==> src/rtl/dm_pkg.sv <==
// dm_pkg: shared FSM state type and default geometry for the data memory controller.
package dm_pkg;
    localparam int DM_WIDTH = 32;
    localparam int DM_DEPTH = 32;
    typedef enum logic [1:0] {IDLE, ACCESS, RESP} state_t;
endpackage

==> src/rtl/dm_array.sv <==
// dm_array: word storage with one synchronous byte-lane write port and one combinational read port.
module dm_array
    import dm_pkg::*;
#(
    parameter int WIDTH = DM_WIDTH,
    parameter int DEPTH = DM_DEPTH,
    localparam int LANES = WIDTH / 8,
    localparam int AW = $clog2(DEPTH)
) (
    input  logic             clk,
    input  logic [LANES-1:0] we,
    input  logic [AW-1:0]    waddr,
    input  logic [WIDTH-1:0] wdata,
    input  logic [AW-1:0]    raddr,
    output logic [WIDTH-1:0] rdata
);
    logic [WIDTH-1:0] mem [DEPTH];
    always_ff @(posedge clk)
        for (int i = 0; i < LANES; i++)
            if (we[i]) mem[waddr][i*8 +: 8] <= wdata[i*8 +: 8];
    assign rdata = mem[raddr];
endmodule

==> src/rtl/data_mem_ctrl.sv <==
// data_mem_ctrl: single-outstanding request/response controller over dm_array.
// Define DM_BYTE_STRB_EN to honour reqStrb byte lanes on writes; otherwise writes update the full word.
module data_mem_ctrl
    import dm_pkg::*;
#(
    parameter int WIDTH = DM_WIDTH,
    parameter int DEPTH = DM_DEPTH
) (
    input  logic               clock,
    input  logic               resetN,
    input  logic               reqValid,
    output logic               reqReady,
    input  logic               reqWrite,
    input  logic [31:0]        reqAddr,
    input  logic [WIDTH-1:0]   reqData,
    input  logic [WIDTH/8-1:0] reqStrb,
    output logic               rspValid,
    input  logic               rspReady,
    output logic [WIDTH-1:0]   rspData,
    output logic               rspErr
);
    localparam int LANES = WIDTH / 8;
    localparam int OFF = $clog2(LANES);
    localparam int AW = $clog2(DEPTH);
    localparam logic [31:0] LIMIT = 32'(DEPTH * LANES);

    state_t state, next;
    logic wr, err;
    logic [31:0] addr;
    logic [WIDTH-1:0] data, rd;
    logic [LANES-1:0] lanes, we;
    logic [AW-1:0] idx;

    // Request fields are captured at acceptance so later bus changes cannot disturb the access.
    always_ff @(posedge clock)
        if (reqReady && reqValid) begin
            wr <= reqWrite;
            addr <= reqAddr;
            data <= reqData;
        end

`ifdef DM_BYTE_STRB_EN
    logic [LANES-1:0] strb;
    always_ff @(posedge clock)
        if (reqReady && reqValid) strb <= reqStrb;
    assign lanes = strb;
`else
    logic unused_strb;
    assign unused_strb = ^reqStrb;
    assign lanes = '1;
`endif

    assign err = addr >= LIMIT;
    assign idx = addr[OFF+AW-1:OFF];

    always_comb begin
        next = state;
        reqReady = state == IDLE;
        rspValid = state == RESP;
        we = '0;
        if (state == IDLE && reqValid) next = ACCESS;
        if (state == ACCESS) begin
            next = RESP;
            we = (wr && !err) ? lanes : '0;
        end
        if (state == RESP && rspReady) next = IDLE;
    end

    always_ff @(posedge clock or negedge resetN)
        if (!resetN) begin
            state <= IDLE;
            rspData <= '0;
            rspErr <= 1'b0;
        end else begin
            state <= next;
            if (state == ACCESS) begin
                rspData <= (wr || err) ? '0 : rd;
                rspErr <= err;
            end
        end

    dm_array #(.WIDTH(WIDTH), .DEPTH(DEPTH)) u_array (
        .clk  (clock),
        .we   (we),
        .waddr(idx),
        .wdata(data),
        .raddr(idx),
        .rdata(rd)
    );
endmodule

==> config.mk <==
export PLATFORM = sky130hd
export DESIGN_NAME = data_mem_ctrl
export DESIGN_NICKNAME = d
export VERILOG_FILES = /design/src/rtl/dm_pkg.sv /design/src/rtl/dm_array.sv /design/src/rtl/data_mem_ctrl.sv
export SDC_FILE = /design/constraint.sdc
export NUM_CORES = 1
export LEC_CHECK = 0
export CORE_MARGIN = 3
export CORE_UTILIZATION = 66
export CTS_CLUSTER_SIZE = 24
export DETAILED_ROUTE_END_ITERATION = 10
export PLACE_DENSITY = 0.91
export SLEW_MARGIN = 30
export SYNTH_ARGS = -nofsm -noshare
export SYNTH_HDL_FRONTEND = slang
export SYNTH_SLANG_ARGS = --single-unit
==> constraint.sdc <==
create_clock -name clock -period 6.35 [get_ports clock]
set_input_delay 0.635 -clock clock [delete_from_list [all_inputs] [get_ports clock]]
set_output_delay 0.635 -clock clock [all_outputs]
set_load 0.05 [all_outputs]
### Word-level counts from Yosys, hierarchy flattened

Memory sizes are Yosys's and may differ from the RTL's. A register that Yosys moved wholly into a read port is not among the register bits.
Index checks and enable logic that the tools add are counted.

| cells by class | value |
|---|---|
| add/sub/neg operators | 0 |
| multipliers | 0 |
| div/mod/pow operators | 0 |
| order comparisons | 1 |
| eq/ne operators | 2 |
| shifts and indexed selects | 0 |
| mux-type cells | 15 |
| bitwise gates (word level) | 0 |
| reduce and logical (&&, ||, !) cells | 7 |

Operators with widths:

| cell | count |
|---|---|
| $ge 32x8->1 const B | 1 |
| $mux 32 | 1 |
| $mux 1 | 8 |
| $mux 4 | 2 |
| $mux 2 | 3 |
| $mux 5 | 1 |
| $logic_and 1x1->1 | 3 |
| $reduce_bool 3->1 | 1 |
| $eq 2x1->1 const B | 1 |
| $eq 2x2->1 const B | 1 |
| $logic_not 2->1 | 1 |
| $logic_not 1->1 | 1 |
| $logic_or 1x1->1 | 1 |

| word-level totals | value |
|---|---|
| register bits after elaboration | 100 |
| bits in latches | 0 |
| memory bits (writable) | 1024 |
| ROM bits | 0 |
| input port bits | 73 |
| output and inout bits | 35 |
| logic and storage cells | 32 |
| memories kept | 1 |

Memories:

| memory | depth | width | rd ports | clocked after memory_dff | wr ports | RTL line | text |
|---|---|---|---|---|---|---|---|
| u_array.mem | 32 | 32 | 1 | 1 | 1 | dm_array.sv:17 | `logic [WIDTH-1:0] mem [DEPTH];` |

### Longest topological paths before layout

Gate-level depths: netlist of the first run.

| logic depth | value |
|---|---|
| depth in word-level cells | 7 |
| depth in mapped cells | 8 |
| mapped depth without buffers | 5 |

### Hierarchy

Synthesis of the first run repeated with hierarchy kept, for this count alone.

| second synthesis, totals | value |
|---|---|
| cell total of the unflattened synthesis | 2601 |
| area, all modules | 44431.4 sq um |

Modules (own cells, without submodules):

| module | times used | cells an instance | area an instance (sq um) | seq. area each (sq um) |
|---|---|---|---|---|
| dm_array | 1 | 2370 | 40692.8 | 30749.5 |
| data_mem_ctrl | 1 | 231 | 3738.6 | 2767.7 |

### Least setup slack after synthesis of the first run

OpenSTA, ideal clock, no wires.

| timing path | value |
|---|---|
| kind | register to register |
| start | register state[0] |
| end | register (tool-made name) |
| library setup time | 0.126 ns |
| data arrival time | 3.691 ns |
| data required time | 6.224 ns |
| slack | 2.533 ns |
| cell stages (with the launch flop) | 5 |
| path buffers | 1 |
| clock period less this slack | 3.817 ns |
| cells stage by stage | dfrtp_1 nor2_1 and2_1 clkbuf_1 mux2_2 |

RTL lines:

| element | RTL line | text |
|---|---|---|
| start: declaration | data_mem_ctrl.sv:27 | `state_t state, next;` |
| start signal: assignment | data_mem_ctrl.sv:75 | `state <= next;` |

### Final worst setup path of the first run

| timing path | value |
|---|---|
| start | register addr[31] |
| end | memory u_array.mem[30][13] (netlist bit) (enable) |

| on the way | value |
|---|---|
| cells in the longest elaborated chain, start to end | 7 |

RTL lines:

| element | RTL line | text |
|---|---|---|
| start: declaration | data_mem_ctrl.sv:29 | `logic [31:0] addr;` |
| start signal: assignment | data_mem_ctrl.sv:38 | `addr <= reqAddr;` |
| $ge 32x8->1 | data_mem_ctrl.sv:53 | `assign err = addr >= LIMIT;` |
| $logic_not 1->1 | data_mem_ctrl.sv:64 | `we = (wr && !err) ? lanes : '0;` |
| $logic_and 1x1->1 | data_mem_ctrl.sv:64 |  |
| $mux 4 | data_mem_ctrl.sv:64 |  |
| $mux 4 | data_mem_ctrl.sv:62 | `if (state == ACCESS) begin` |
| $mux 1 | dm_array.sv:20 | `if (we[i]) mem[waddr][i*8 +: 8] <= wdata[i*8 +: 8];` |
| $mux 1 (not written as such) | dm_array.sv:20 |  |
| end: declaration | dm_array.sv:17 |  |

Every way passes these cells.

==> reports/results.ini, run 1 <==
[run_status]
run_status = finished, final reports clean

[cts]
cts_root_buf = clkbuf_16
numCtsBuffers = 105
holdBufCountCts = 0
cts_tree = yes
cts_buffer_depth = 3
htreeDepth = 3
clk-insertion-delay-late_ns = 0.69
cts_sinks = 1127
ctsResizeCount = 0
post_cts_buffers = 0
cts.clk_slew.worst_paths_ns = 0.07

[synth]
synth_area_leaders = edfxtp_1 76%, mux4_2 13%, dfrtp_1 2.0%
synthSimpleGateAreaFrac = 0.02096
syn_area_per_cell_um2 = 22.71
ys_warn_count = 0
synth_compound_area_frac = 0.01297
synth_edf_count = 1087
ys_seq_area_frac = 0.7866
synthArstFlopShare = 0.03106
syn_nets = 1955
muxShareOfSynthArea = 0.1675
yosysUniqueCellTypes = 36
synth-xor-area-share = 0
synthCells = 1882
synth_top_area_cell = edfxtp_1
synth_ff_type = edfxtp_1
synth_fa_ha_area_frac = 0
synth_top_family_by_area = multiplexers
synth.top_cell.area_share = 0.7638
synth_area_um2 = 42740
ys_ff_latch = 1127

[critical_path]
cp-start-kind = flop
path_class = flop to flop
crit_arrival_ns = 4.72
endpoint_kind = flop
critPathRequiredTime_ns = 6.66
crit_path_max_fanout = 17

[detailed_routing]
drc = 0
vias_per_cell = 7.427
wl_per_cell_um = 38.51
drtAntennaViolNets = 0
vias = 22350
drtIter0Drc = 3434
first_pass_iters = 6
drt-total-wl_um = 115900

[layout]
layout-drive-gt1-share = 0.2843
stdcell_area_um2 = 49110
nFillCells = 2883
area_delta_synth_final_pct = 14.92
fin_cells = 3009
antenna_cells = 0
nets = 2145

[timing]
max_freq_mhz = 226.6
final_max_slew_viol_count = 0
fin_crit_sh = 0.6949
hold_slack_ns = 0.1433
skew_ns = 0.03623
tns_ns = 0
period_minus_slack_ns = 4.413
timing.slew.headroom = 0.3356
setup_viol = 0
rsz0062_at_grt = no
hold_viol_final = 0
worstMarginPinSlew_ns = 0.9942

[power_and_ir_drop]
p_leak_nw = 15.76
p_total_w = 0.01831
vdd_drop_max_mv = 0.2987
p_per_area_nw_per_um2 = 372.7

[die]
die_y_um = 260.5
ios = 108
coreArea_um2 = 63540
num_rows = 92
start_util = 0.6726
dieArea_um2 = 67840
dieWidth_um = 260.5

[global_route]
grt_overflow = 0
grt_pass1_vias = 22980
grt.total_usage = 0.3504
grt_first_pass_wirelength_um = 165500
antenna_found_initial = 4
grt_max_degree = 82

[placed_design]
gp_congestion = 0.7851
post_dp_cell_area_um2 = 45160
hpwlAfterDp_um = 54290
io_buffers = 101
dpl.cell_count = 2780

[job]
cap_violations = 0

[worst_hold_path]
hold_class = primary input to async pin

per-layer routing:
metal / global-route usage / share of wire / up-vias
li1: - / - / 8261
met1: 0.4488 / 0.33 / 11410
met2: 0.5695 / 0.50 / 2193
met3: 0.07307 / 0.11 / 480
met4: 0.2004 / 0.064 / 2
met5: 0 / 0.00011 / -
worst max-delay path, cell delays in order (launching register included):
cell	delay (ns)
edfxtp_1	0.36
nor4_1	0.54
nand4_2	0.42
nor3_1	0.73
nand4_1	0.61
nor2_4	0.85
buf_4	0.52
sequential cells by signal, summed over array words and instances (netlist names), named ones only:
name         flops
addr            30
data            32
rspData         32
rspErr           1
state            2
u_array.mem   1024
wr               1
cell families after synthesis:
kind of cell | after synthesis
simple gates | 196
flops | 1127
buf+inv | 103
compound gates | 69
mux | 387
report_power, final:
| part | switching (W) | total (W) | internal (W) | leakage, nW |
|---|---|---|---|---|
| clock network | 0.00281 | 0.00655 | 0.00373 | 1.72 |
| registers | 0.000282 | 0.00880 | 0.00852 | 10.3 |
| logic | 0.00160 | 0.00296 | 0.00136 | 3.73 |
layout by cell type, fill, tap and decap left out, types with 4 or more instances in the layout:
master | synthesis | routed
nor4_1 | 5 | 5
buf_6 | 7 | 19
mux2_2 | 66 | 66
mux4_2 | 256 | 256
nand2_1 | 102 | 102
nand3_1 | 33 | 33
edfxtp_1 | 1087 | 1087
clkinv_1 | 0 | 11
clkinvlp_4 | 0 | 4
dfrtp_1 | 35 | 35
nor2_4 | 0 | 32
o211ai_2 | 9 | 9
buf_8 | 0 | 10
dfxtp_4 | 0 | 4
buf_16 | 0 | 6
clkbuf_8 | 0 | 13
mux2i_1 | 65 | 65
clkbuf_1 | 32 | 31
clkbuf_16 | 0 | 106
clkinv_2 | 0 | 16
bufinv_16 | 0 | 12
clkdlybuf4s50_1 | 0 | 100
buf_4 | 4 | 37
o211ai_1 | 53 | 53
buf_12 | 0 | 10
worst paths after layout:
check	start	endpoint	slack, ns	depth (start not counted)
worst max-delay path	addr[31]$_DFFE_PP_	u_array.mem[30][13]$_DFFE_PP_	1.94	6
max in group asynchronous	resetN	rspData[25]$_DFFE_PN0P_	5.66	2
worst max register to register	addr[31]$_DFFE_PP_	u_array.mem[30][13]$_DFFE_PP_	1.94	6
min in group clock	rspData[19]$_DFFE_PN0P_	rspData[19]$_DFFE_PN0P_	0.51	2
worst min-delay path	resetN	rspData[5]$_DFFE_PN0P_	0.14	2
worst min register to register	rspData[19]$_DFFE_PN0P_	rspData[19]$_DFFE_PN0P_	0.51	2
synth_stat cells (all sizes together) (2+ instances only):
cell	instances
mux4	256
nand2b	3
mux2	66
nor2b	2
edfxtp	1087
nand4b	3
a21o	2
buf	68
nand4	3
dfrtp	35
nor4b	2
a21oi	2
dfxtp	5
clkbuf	32
nand3	33
nor2	35
nor3	3
mux2i	65
o211ai	62
nand2	102
nor4	6
o21ai	2
inv	3
metrics by stage:
step	setup WS, ns	util
floorplan	2.533	-
global placement	2.677	0.7076
detailed placement	2.443	0.7107
CTS	2.122	0.7664
global route	1.896	0.7730
finish	1.937	0.7730
cell type report:
type / instances / area (µm²) / area share
multi-input cells: 652 / 8860 / 0.1804
inverters: 3 / 11.26 / 0.0002293
well taps: 846 / 1059 / 0.02155
repair buffers: 183 / 2013 / 0.04099
flip-flops and latches: 1127 / 33630 / 0.6848
clock inverters: 48 / 591.8 / 0.01205
clock buffers: 150 / 2948 / 0.06002
No activity file was read; power rests on OpenSTA's default activity.
==> run 2: changes to the inputs <==
- CORE_UTILIZATION: 66 -> 61
- PLACE_DENSITY: 0.91 -> 0.86
- clock period: 6.35 -> 4.5 ns (I/O delays scaled with it)
==> run 2 against run 1 <==
Against the previous run:
- sequential power rose by 42%
- count of clock-buffer cells in the layout fell by 12
- sequential cell count is the same
- clock skew rose by 0.0018 ns
- worst setup slack worse by 1.1 ns
- critical path depth unchanged
- wire length fell by 5.5%
- fmax up 21%
- cell count increased by 3.6%
- register-to-register slack lost 1.1 ns
- critical endpoint is now u_array.mem[26][12]$_DFFE_PP_
- largest cell class unchanged
==> reports/results.ini, run 2 (same netlist as run 1, synthesis figures left out) <==
[layout]
fin_cells = 3117  ; +3.6%
nFillCells = 3640  ; +26%
layout_common_cells = 1,087 x edfxtp_1, 256 x mux4_2, 106 x clkbuf_16
area_delta_synth_final_pct = 15.47
fin_util = 0.7157  ; -0.05722
multi_input_area_um2 = 8855  ; about the same
largest_register = u_array.mem
layout-drive-gt1-share = 0.2932  ; +0.008902
top_regs = u_array.mem (1024), data (32), rspData (32)
antenna_cells = 0  ; unchanged
regArea_um2 = 33630  ; unchanged
nets = 2168  ; +1.1%
largest_reg_flops = 1024  ; unchanged
layout_commonest_cell = edfxtp_1

[run_status]
run_status = finished, final reports clean

[cts]
cts.clk_slew.worst_paths_ns = 0.06  ; about the same
cts_root_buf = clkbuf_16
cts_tree = yes
numCtsBuffers = 104  ; -0.95%
htreeDepth = 3  ; unchanged
cts_buffer_depth = 3  ; unchanged
cts_sinks = 1127  ; unchanged
clk-insertion-delay-late_ns = 0.69  ; about the same

[timing]
setup_viol = 0  ; unchanged
timing.slew.headroom = 0.3690  ; +0.03336
period_minus_slack_ns = 3.655  ; -0.7582 ns
hold_viol_final = 0  ; unchanged
hold_slack_ns = 0.3193  ; +0.1760 ns
max_freq_mhz = 273.6  ; +21%
worstMarginPinSlew_ns = 0.9465  ; -0.04763 ns
skew_ns = 0.03805  ; +0.001817 ns
rsz0062_at_grt = no
fin_crit_sh = 0.8121  ; +0.1172
tns_ns = 0  ; unchanged
final_max_slew_viol_count = 0  ; unchanged

[critical_path]
endpoint_kind = flop
cp-start-kind = flop
crit_arrival_ns = 4.02  ; -0.70 ns
crit_path_top_delay_cell = nor2_4
worstPathBufferInverterCount = 1  ; unchanged
critPathRequiredTime_ns = 4.86  ; -1.80 ns
slowest_delay_ns = 0.83  ; -0.02 ns
crit_chain = nor4_1 > nand3_1 > nor3_1 > nand4b_1 > nor2_4 > buf_4
crit_path_max_fanout = 18  ; +1
path_delay_family = simple AND/OR/NAND/NOR gates
path_class = flop to flop

[global_route]
grt_max_degree = 55  ; -33%
grt_first_pass_wirelength_um = 158100  ; -4.4%
grt_overflow = 0  ; unchanged
grt.total_usage = 0.3025  ; -0.04789
antenna_found_initial = 0  ; -4
grt_pass1_vias = 22630  ; -1.5%

[die]
ios = 108  ; unchanged
die_y_um = 270.7  ; +3.9%
dieWidth_um = 270.7  ; +3.9%
coreArea_um2 = 68950  ; +8.5%
dieArea_um2 = 73270  ; +8.0%
start_util = 0.6199  ; -0.05273
num_rows = 96  ; +4.3%

[placed_design]
gp_congestion = 0.8139  ; +3.7%
hpwlAfterDp_um = 54680  ; +0.72%
io_buffers = 101  ; unchanged
dpl.cell_count = 2889  ; +3.9%

[worst_hold_path]
hold_class = primary input to flop

[detailed_routing]
wl_per_cell_um = 35.14  ; -8.8%
drtAntennaViolNets = 0  ; unchanged
drc = 0  ; unchanged
drt-total-wl_um = 109500  ; -5.5%
first_pass_iters = 5  ; -1
drtIter0Drc = 3119  ; -9.2%
vias_per_cell = 7.010  ; -5.6%
vias = 21850  ; -2.2%

[power_and_ir_drop]
p_per_area_nw_per_um2 = 521.1  ; +40%
p_leak_nw = 15.87  ; +0.71%
vdd_drop_max_mv = 0.3971  ; +33%

[job]
cap_violations = 0  ; unchanged

[run 2: layout make-up]
class / instances / share of cell area
inverter: 3 / 0.0002282
multi-input combinational: 652 / 0.1794
clock buffer: 138 / 0.05801
tap: 931 / 0.02361
clock inverter: 59 / 0.01258
timing repair buffer: 207 / 0.04460
sequential: 1127 / 0.6815
[run 2: layer usage]
layer / share of wire / vias to the layer above / track usage / wire length [µm]
met1: 0.33 / 11350 / 0.3864 / 36360
met4: 0.056 / 0 / 0.1640 / 6186
met2: 0.51 / 1840 / 0.5029 / 56230
li1: - / 8310 / - / -
met5: 0 / - / 0 / 0
met3: 0.098 / 350 / 0.05330 / 10760
[run 2: worst paths after layout]
| check | to | cells past startpoint | from | slack, ns |
|---|---|---|---|---|
| max in group asynchronous | rspData[8]$_DFFE_PN0P_ | 3 | resetN | 3.49 |
| setup / recovery | u_array.mem[26][12]$_DFFE_PP_ | 6 | addr[18]$_DFFE_PP_ | 0.85 |
| setup reg to reg | u_array.mem[26][12]$_DFFE_PP_ | 6 | addr[18]$_DFFE_PP_ | 0.85 |
| hold reg to reg | rspData[13]$_DFFE_PN0P_ | 2 | rspData[13]$_DFFE_PN0P_ | 0.50 |
| min in group asynchronous | rspData[26]$_DFFE_PN0P_ | 3 | resetN | 0.47 |
| hold / removal | data[1]$_DFFE_PP_ | 1 | reqData[1] | 0.32 |
[run 2: power breakdown]
part / internal [W] / total (W) / switching [W]
sequential: 0.0120 / 0.0125 / 0.000529
combinational: 0.00197 / 0.00413 / 0.00216
clock: 0.00513 / 0.00903 / 0.00390
total: 0.0191 / 0.0257 / 0.00659
[run 2: worst register-to-register path: stages, from the launching register on]
cell and delay [ns]:
edfxtp_1 0.38, nor4_1 0.34, nand3_1 0.42, nor3_1 0.53, nand4b_1 0.50, nor2_4 0.83, buf_4 0.33
[run 2: stage by stage]
stage	worst slack [ns]	power, W	area (µm²)
after floorplan	0.6829	0.01539	42740
after global placement	1.111	0.01641	45420
after detailed placement	1.024	0.01662	45460
after CTS	0.8906	0.02566	48950
after global routing	0.7154	0.02639	49350
final	0.8455	0.02571	49350
[run 2: timing repair]
action                    CTS  global route
hold buffers                1             0
hold endpoints to repair   35             0
resized for setup           0             0
setup buffers               0             0
